### src/rtl/el2_pkg.sv
// -----------------------------------------------------------------------------
// el2_pkg (slice)
// Shared EL2 core package. Only the PMP access-type packet used by the PMP
// check-channel arbiter is reproduced here; the type is owned by el2_pkg and
// is reused unchanged by every PMP client.
//   el2_pmp_type_pkt_t : READ / WRITE / EXEC access kind presented to the PMP.
// -----------------------------------------------------------------------------
package el2_pkg;

   typedef enum logic [1:0] {
      READ  = 2'b00,
      WRITE = 2'b01,
      EXEC  = 2'b10
   } el2_pmp_type_pkt_t;

endpackage

### src/rtl/el2_pmp_chan_arb_pkg.sv
// -----------------------------------------------------------------------------
// el2_pmp_chan_arb_pkg
// Constants and helpers for the PMP check-channel arbiter. No new types live
// here; the access-type packet comes from el2_pkg.
//   PMP_CHAN_IDLE_ADDR / PMP_CHAN_IDLE_TYPE : channel values while S1 is empty.
//   rr_wrap()                               : single-step modulo for indices
//                                             known to be below 2*nreq.
// -----------------------------------------------------------------------------
package el2_pmp_chan_arb_pkg;
   import el2_pkg::*;

   localparam logic [31:0]       PMP_CHAN_IDLE_ADDR = 32'h0000_0000;
   localparam el2_pmp_type_pkt_t PMP_CHAN_IDLE_TYPE = READ;

   function automatic int unsigned rr_wrap(input int unsigned idx,
                                           input int unsigned nreq);
      return (idx >= nreq) ? (idx - nreq) : idx;
   endfunction

endpackage

### src/rtl/el2_pmp_arb_sel.sv
// -----------------------------------------------------------------------------
// el2_pmp_arb_sel
// One-hot grant selection for the PMP check channel. The search starts at
// 'ptr' and wraps; with ptr tied to zero this degenerates to fixed priority
// with index 0 highest.
// Ports:
//   valid [NREQ] : request vector
//   ptr   [IDW]  : first index searched (must be < NREQ)
//   en           : grant enable (low forces gnt to zero)
//   gnt   [NREQ] : one-hot grant, subset of valid
// -----------------------------------------------------------------------------
module el2_pmp_arb_sel #(
   parameter int unsigned NREQ = 3,
   parameter int unsigned IDW  = $clog2(NREQ)
) (
   input  logic [NREQ-1:0] valid,
   input  logic [IDW-1:0]  ptr,
   input  logic            en,
   output logic [NREQ-1:0] gnt
);

   logic found;

   // Two ordered passes (indices >= ptr, then indices < ptr) realise the
   // wrapped search with constant bit indices only.
   always_comb begin
      gnt   = '0;
      found = 1'b0;
      for (int unsigned i = 0; i < NREQ; i++) begin
         if (en && !found && valid[i] && (i >= 32'(ptr))) begin
            gnt[i] = 1'b1;
            found  = 1'b1;
         end
      end
      for (int unsigned i = 0; i < NREQ; i++) begin
         if (en && !found && valid[i] && (i < 32'(ptr))) begin
            gnt[i] = 1'b1;
            found  = 1'b1;
         end
      end
   end

endmodule

### src/rtl/el2_pmp_chan_arb.sv
// -----------------------------------------------------------------------------
// el2_pmp_chan_arb
// Shares one combinational PMP check channel between NREQ requesters.
// Three-stage pipeline: handshake (N) -> S1 drives the channel (N+1) ->
// S2 returns the registered verdict (N+2). One request per cycle, responses
// in grant order, never back-pressured.
// Configuration macro:
//   RV_PMP_ARB_RR_EN : defined   -> round-robin (pointer = last grant + 1)
//                      undefined -> fixed priority, index 0 highest
// Ports:
//   clk, rst_l       : clock, asynchronous active-low reset
//   scan_mode        : pass-through only, no functional effect
//   cfg_busy         : PMP CSR write in progress, blocks new grants
//   req_valid/addr/type [NREQ] : per-requester check request
//   req_ready [NREQ] : one-hot grant (accept = req_valid & req_ready)
//   pmp_chan_addr/type : request presented to the PMP (0/READ when idle)
//   pmp_chan_err     : combinational PMP verdict for the channel request
//   rsp_valid [NREQ] : one-cycle one-hot response strobe
//   rsp_err          : access fault for the responding requester
// -----------------------------------------------------------------------------
module el2_pmp_chan_arb
   import el2_pkg::*;
   import el2_pmp_chan_arb_pkg::*;
#(
   parameter int unsigned NREQ = 3,
   parameter int unsigned IDW  = $clog2(NREQ)
) (
   input  logic                clk,
   input  logic                rst_l,
   input  logic                scan_mode,
   input  logic                cfg_busy,
   input  logic [NREQ-1:0]     req_valid,
   input  logic [31:0]         req_addr [NREQ],
   input  el2_pmp_type_pkt_t   req_type [NREQ],
   output logic [NREQ-1:0]     req_ready,
   output logic [31:0]         pmp_chan_addr,
   output el2_pmp_type_pkt_t   pmp_chan_type,
   input  logic                pmp_chan_err,
   output logic [NREQ-1:0]     rsp_valid,
   output logic                rsp_err
);

   logic                unused_scan_mode;
   logic                sel_en;
   logic [IDW-1:0]      rr_ptr;
   logic [NREQ-1:0]     gnt;
   logic [IDW-1:0]      gnt_idx;
   logic [31:0]         gnt_addr;
   el2_pmp_type_pkt_t   gnt_type;

   logic                s1_valid;
   logic [IDW-1:0]      s1_idx;
   logic [31:0]         s1_addr;
   el2_pmp_type_pkt_t   s1_type;

   logic                s2_valid;
   logic [IDW-1:0]      s2_idx;
   logic                s2_err;

   assign unused_scan_mode = scan_mode;

   // rst_l in the enable keeps req_ready low for the whole reset window,
   // while still allowing a grant on the first edge after release.
   assign sel_en = rst_l & ~cfg_busy;

   el2_pmp_arb_sel #(
      .NREQ (NREQ),
      .IDW  (IDW)
   ) u_sel (
      .valid (req_valid),
      .ptr   (rr_ptr),
      .en    (sel_en),
      .gnt   (gnt)
   );

   assign req_ready = gnt;

   always_comb begin
      gnt_idx  = '0;
      gnt_addr = '0;
      gnt_type = READ;
      for (int unsigned i = 0; i < NREQ; i++) begin
         if (gnt[i]) begin
            gnt_idx  = IDW'(i);
            gnt_addr = req_addr[i];
            gnt_type = req_type[i];
         end
      end
   end

`ifdef RV_PMP_ARB_RR_EN
   always_ff @(posedge clk or negedge rst_l) begin
      if (!rst_l) begin
         rr_ptr <= '0;
      end else if (|gnt) begin
         rr_ptr <= IDW'(rr_wrap(32'(gnt_idx) + 32'd1, NREQ));
      end
   end
`else
   assign rr_ptr = '0;
`endif

   // S1: request captured at the handshake; later changes on req_* are ignored.
   always_ff @(posedge clk or negedge rst_l) begin
      if (!rst_l) begin
         s1_valid <= 1'b0;
         s1_idx   <= '0;
         s1_addr  <= '0;
         s1_type  <= READ;
      end else begin
         s1_valid <= |gnt;
         if (|gnt) begin
            s1_idx  <= gnt_idx;
            s1_addr <= gnt_addr;
            s1_type <= gnt_type;
         end
      end
   end

   assign pmp_chan_addr = s1_valid ? s1_addr : PMP_CHAN_IDLE_ADDR;
   assign pmp_chan_type = s1_valid ? s1_type : PMP_CHAN_IDLE_TYPE;

   // S2: verdict sampled with the PMP configuration seen during the S1 cycle.
   always_ff @(posedge clk or negedge rst_l) begin
      if (!rst_l) begin
         s2_valid <= 1'b0;
         s2_idx   <= '0;
         s2_err   <= 1'b0;
      end else begin
         s2_valid <= s1_valid;
         s2_idx   <= s1_idx;
         s2_err   <= s1_valid & pmp_chan_err;
      end
   end

   always_comb begin
      rsp_valid = '0;
      for (int unsigned i = 0; i < NREQ; i++) begin
         rsp_valid[i] = s2_valid && (s2_idx == IDW'(i));
      end
   end

   assign rsp_err = s2_valid & s2_err;

endmodule

### config.mk
export PLATFORM = sky130hd
export DESIGN_NAME = el2_pmp_chan_arb
export DESIGN_NICKNAME = d
export VERILOG_FILES = /design/src/rtl/el2_pkg.sv /design/src/rtl/el2_pmp_chan_arb_pkg.sv /design/src/rtl/el2_pmp_arb_sel.sv /design/src/rtl/el2_pmp_chan_arb.sv
export SDC_FILE = /design/constraint.sdc
export NUM_CORES = 1
export LEC_CHECK = 0
export BUFFER_PORTS_ARGS = -buffer_cell sky130_fd_sc_hd__buf_2
export CORE_ASPECT_RATIO = 1.5
export CORE_MARGIN = 1.5
export CORE_UTILIZATION = 43
export CTS_CLUSTER_SIZE = 28
export DETAILED_ROUTE_END_ITERATION = 8
export GPL_ROUTABILITY_DRIVEN = 0
export PLACE_DENSITY = 0.82
export SLEW_MARGIN = 20
export SYNTH_ARGS = -nofsm -noshare
export SYNTH_HDL_FRONTEND = slang
export SYNTH_SLANG_ARGS = --single-unit
export TNS_END_PERCENT = 100
### constraint.sdc
create_clock -name clk -period 3.15 [get_ports clk]
set_clock_uncertainty 0.1 [all_clocks]
set_input_delay 0.945 -clock clk [delete_from_list [all_inputs] [get_ports clk]]
set_output_delay 0.945 -clock clk [all_outputs]
set_load 0.02 [all_outputs]
---- Yosys cells after proc, flatten, opt, wreduce, memory -nomap -nowiden ----
Index checks and enable logic that the tools add are counted.
operators by class
  reductions and logical operators ........ 12
  eq/ne operators ......................... 2
  bitwise logic cells ..................... 4
  muxes and demuxes ....................... 14
operators by type and width
  cell                                            count
  two-way mux 32 bit                              4
  two-way mux 2 bit                               5
  logical AND 1 bit                               8
  two-way mux 1 bit                               5
  bitwise AND 1 bit                               3
  OR reduction 3 bit                              1
  == test 2 x 1 -> 1 bit (second input constant)  1
  == test 2 bit (second input constant)           1
  zero test 1 bit                                 2
  zero test 2 bit                                 1
  NOT 1 bit                                       1
word-level totals
  output and inout port bits .............. 41
  input bits .............................. 110
  register bits after elaboration ......... 41
  word-level logic and storage cells ...... 39

---- Logic depth before layout (Yosys ltp) ----
  depth after elaboration ................. 13
  gate-level depth with buffers ........... 6
  mapped depth without buffers ............ 3

---- Cells and area by module ----
A second synthesis with hierarchy kept.
second synthesis, totals
  cells, all modules ...................... 227
  area, all modules ....................... 2382.3 sq um
by module, submodules not included
  module            sequential area each (sq um)  area each (sq um)  cells each  instances
  el2_pmp_chan_arb  1026.0                        2301.0             215         1
  el2_pmp_arb_sel   0.0                           81.3               12          1

---- Worst setup path after synthesis ----
OpenSTA, ideal clock, no wires.
  path type ............................... input port to output port
  start point ............................. input port req_valid[0]
  end point ............................... output port req_ready[2]
  stages .................................. 6
  arrival ................................. 1.915 ns
  path slack .............................. 0.190 ns
  path through ............................ clkbuf_2 -> or2_1 -> buf_6 -> nor3_2 -> buf_2 -> buf_4
on the way
  cells in the longest elaborated chain, start to end .. 10
RTL lines
  what                              line                    RTL
  from (decl)                       el2_pmp_chan_arb.sv:32  input logic [NREQ-1:0] req_valid,
  logical AND 1 bit *               el2_pmp_arb_sel.sv:30   if (en && !found && valid[i] && (i >= 32'(ptr))) begin
  two-way mux 1 bit *               el2_pmp_arb_sel.sv:30
  zero test 1 bit                   el2_pmp_arb_sel.sv:30
  logical AND 1 bit (2 in a row)    el2_pmp_arb_sel.sv:30
  two-way mux 1 bit *               el2_pmp_arb_sel.sv:30
  zero test 1 bit *                 el2_pmp_arb_sel.sv:30
  logical AND 1 bit * (2 in a row)  el2_pmp_arb_sel.sv:30
  two-way mux 1 bit *               el2_pmp_arb_sel.sv:30
  to (decl)                         el2_pmp_chan_arb.sv:35  output logic [NREQ-1:0] req_ready,
Every way passes the cells marked *; elsewhere a longest branch is shown, timed or not.

---- Worst setup path in the final report ----
  start point ............................. input port req_valid[0]
  end point ............................... output port req_ready[1]
on the way
  cells in the longest elaborated chain, start to end .. 6
RTL lines
  what                            line
  logical AND 1 bit               el2_pmp_arb_sel.sv:30
  two-way mux 1 bit               el2_pmp_arb_sel.sv:30
  zero test 1 bit                 el2_pmp_arb_sel.sv:30
  logical AND 1 bit (2 in a row)  el2_pmp_arb_sel.sv:30
  two-way mux 1 bit               el2_pmp_arb_sel.sv:30
No other way between the ends.

==> key figures <==
Timing
  • RSZ-0062 raised after global routing: no
  • Fin Setup TNS: 0 ps
  • Worst Max-Slew Pin Slew: 965 ps
  • Slew Limit Fails: 0
  • Post-layout min period: between 2000 and 3000 ps
  • Final hold violation count: 0
  • Slack of the critical path: 344 ps
  • Hold slack: between 200 and 300 ps
  • Maximum clock rate: about 0.36 GHz
  • Final period utilization: 89.1%
  • Final setup fails: 0
  • Max_slew headroom: between 30% and 40%

Clocking
  • Worst-case clock buffer depth: 2
  • Post-CTS Hold Fix Bufs: 0
  • Clk root buf: clkbuf_8
  • H-tree Lvls: 2
  • Post_cts resized: 0
  • CTS sink count: just over 40
  • Reg clk slew, reported paths: 80 ps
  • Clock Latency Late Sink: around 280 ps
  • Number of CTS-inserted buffers: 5
  • CTS tree: built
  • Total setup buffers inserted after CTS: 0

Power
  • PnR Total Power: roughly 1.3 mW
  • P per Cell Area: 411 nW/um^2
  • Psw: ~0.37 mW
  • Logic pwr share: 23.8%
  • Pint: about 0.96 mW
  • Reg power frac: roughly half
  • Worst VDD drop: 0.000307 V
  • Clock power frac: about 28%
  • Switching part of the total: approximately 28%
  • Leakage: approximately 1.7 nW

Drt
  • Via count: 2455
  • Initial DRC count: 100
  • TritonRoute pass-1 iters: 4
  • Post-route DRC violation count: 0
  • Detail Route Antenna Nets: 0
  • Vias per cell: ~5.3
  • Post-DR wirelength/cell: about 15 um
  • Final wirelength: approximately 7000 um

Setup path
  • Worst r2r src: s1_valid
  • WP data required: approximately 2100 ps
  • R2R depth: 2
  • Most used cell, CP: buf_2
  • Crit path launch: req_valid[0]
  • Slowest cell delay on critical path: 270 ps
  • Critical Path End Type: output pin
  • CP max stage cell: nand2b_1
  • Critical Path Fanout Max: 12
  • Critical-path cell list: buf_2 > nand2b_1 > nor2_1 > buf_2
  • Setup CP Type: in -> out
  • Crit start category: input port
  • Arrival time at the worst endpoint: around 1800 ps

Global route
  • Total GRT Usage: between 20% and 30%
  • First-pass GRT wire length: roughly 11000 um
  • Initial antenna violation count: 0
  • Grt ovf: 0
  • Vias in the first global route: 2396
  • Largest net degree at the start of global routing: just over 50

Final layout
  • Fillers: about 500
  • Area growth, synth to finish: 36.7%
  • ANT cells: 0
  • Final instance area: roughly 3200 sq um
  • Post-Layout Cell Count: ~460
  • Register area: approximately 1000 sq um
  • Layout Utilization: 60.0%
  • Most frequent cells in the layout: buf_2 (149), dfrtp_1 (41), and2_1 (36), a21oi_1 (36)
  • Multi-input gate area: approximately 1200 sq um
  • Layout cell share with drive strength beyond 1: 43.0%
  • Commonest non-fill, non-tap cell in the layout: buf_2
  • Final Net Count: 500

Min path
  • Worst hold start: s1_idx[0]
  • HP Class: reg -> reg
  • WHS Path Cells: 0

Placed design
  • DP Area: 3150 sq um
  • Pre-CTS WS: between 300 and 400 ps
  • Post-Place Cells: between 400 and 500
  • Final HPWL DP: 5050 um
  • Buffers on Ports: around 150

Logic synthesis
  • Cell variety after synth: 23
  • Seq/Total Area, Yosys: between 40% and 50%
  • Syn_nets: approximately 360
  • Gate Count Post-Synth: 251
  • Number of synthesized register bits: between 40 and 50
  • Cell Area, Synth: roughly 2400 sq um
  • Synth Warn #: 0
  • Avg Synthesized Cell Area: roughly 9.5 sq um

Floorplan
  • Area of the core: between 5000 and 6000 sq um
  • Die width: 63.7 um
  • Die H: ~94 um
  • Site Rows: 33
  • # IOs: 151
  • Starting Density: a little over two fifths
  • Die area: ~6000 sq um

Run status
  • Outcome: completed

Flow run
  • MaxCap Viol Count: 0
-- flip-flops by register name (all words and copies together) (netlist names) --
register,cells
s1_idx,2
s1_valid,1
s1_addr,32
s2_valid,1
s1_type,2
s2_err,1
s2_idx,2
-- cell type report --
| type | count | share of cell area (%) |
|---|---|---|
| clock buffers | 7 | 2.97 |
| clock inverters | 1 | 0.154 |
| inverters | 3 | 0.347 |
| multi-input cells | 181 | 37.2 |
| flip-flops and latches | 41 | 31.6 |
| well taps | 70 | 2.70 |
| repair buffers | 158 | 25.0 |
-- cells in the mapped netlist --
cell type / count / area (sq um)
nand3b_1: 29 / 218
a221o_1: 29 / 290
a21oi_1: 36 / 180
nor2_1: 2 / 7.51
buf_6: 4 / 45.0
o221ai_1: 5 / 43.8
inv_1: 3 / 11.3
o2bb2ai_1: 5 / 43.8
nand2_1: 29 / 109
nand2b_1: 2 / 12.5
buf_2: 4 / 20.0
o21ai_4: 1 / 16.3
clkbuf_1: 16 / 60.1
and3b_1: 2 / 17.5
nor2b_1: 1 / 6.26
a21o_1: 1 / 7.51
dfrtp_1: 41 / 1030
clkbuf_2: 1 / 5.00
and2_1: 36 / 225
buf_4: 1 / 7.51
nor3b_1: 1 / 7.51
nor3_2: 1 / 10.0
or2_1: 1 / 6.26
-- routing by layer --
layer	track usage (%)	vias up	part of all wire, %
met5	0	-	0
met4	7.79	0	2.3
met3	3.96	12	5.5
met2	42.3	107	53
met1	28.3	1148	39
li1	-	1188	-
-- worst max-delay path, delay by kind of cell --
kind / cells / cell delay, ps
and+or+nand+nor: 2 / 460
buffers and inverters: 2 / 350
-- cells by family after synthesis --
| group | synth area share, % |
|---|---|
| DFF | 43.2 |
| buffers and inverters | 6.27 |
| and+or+nand+nor | 26.1 |
| AOI/OAI and AO/OA | 24.5 |
-- final timing paths --
kind / slack (ps) / to
max in group asynchronous: 1920 / s1_addr[5]
min: 280 / s2_idx[0]
max reg2reg: 1820 / s2_err
min reg2reg: 280 / s2_idx[0]
max: 340 / req_ready[1]
min in group asynchronous: 680 / s1_addr[2]
-- power groups by stage --
stage | Sequential, mW | Combinational, mW | Clock (mW)
4_1_cts | 0.647 | 0.321 | 0.384
2_1_floorplan | 0.641 | 0.195 | 0
5_1_grt | 0.658 | 0.350 | 0.403
3_3_place_gp | 0.654 | 0.313 | 0
3_5_place_dp | 0.656 | 0.321 | 0
6_report | 0.648 | 0.317 | 0.370
No activity file was read; power rests on OpenSTA's default activity.
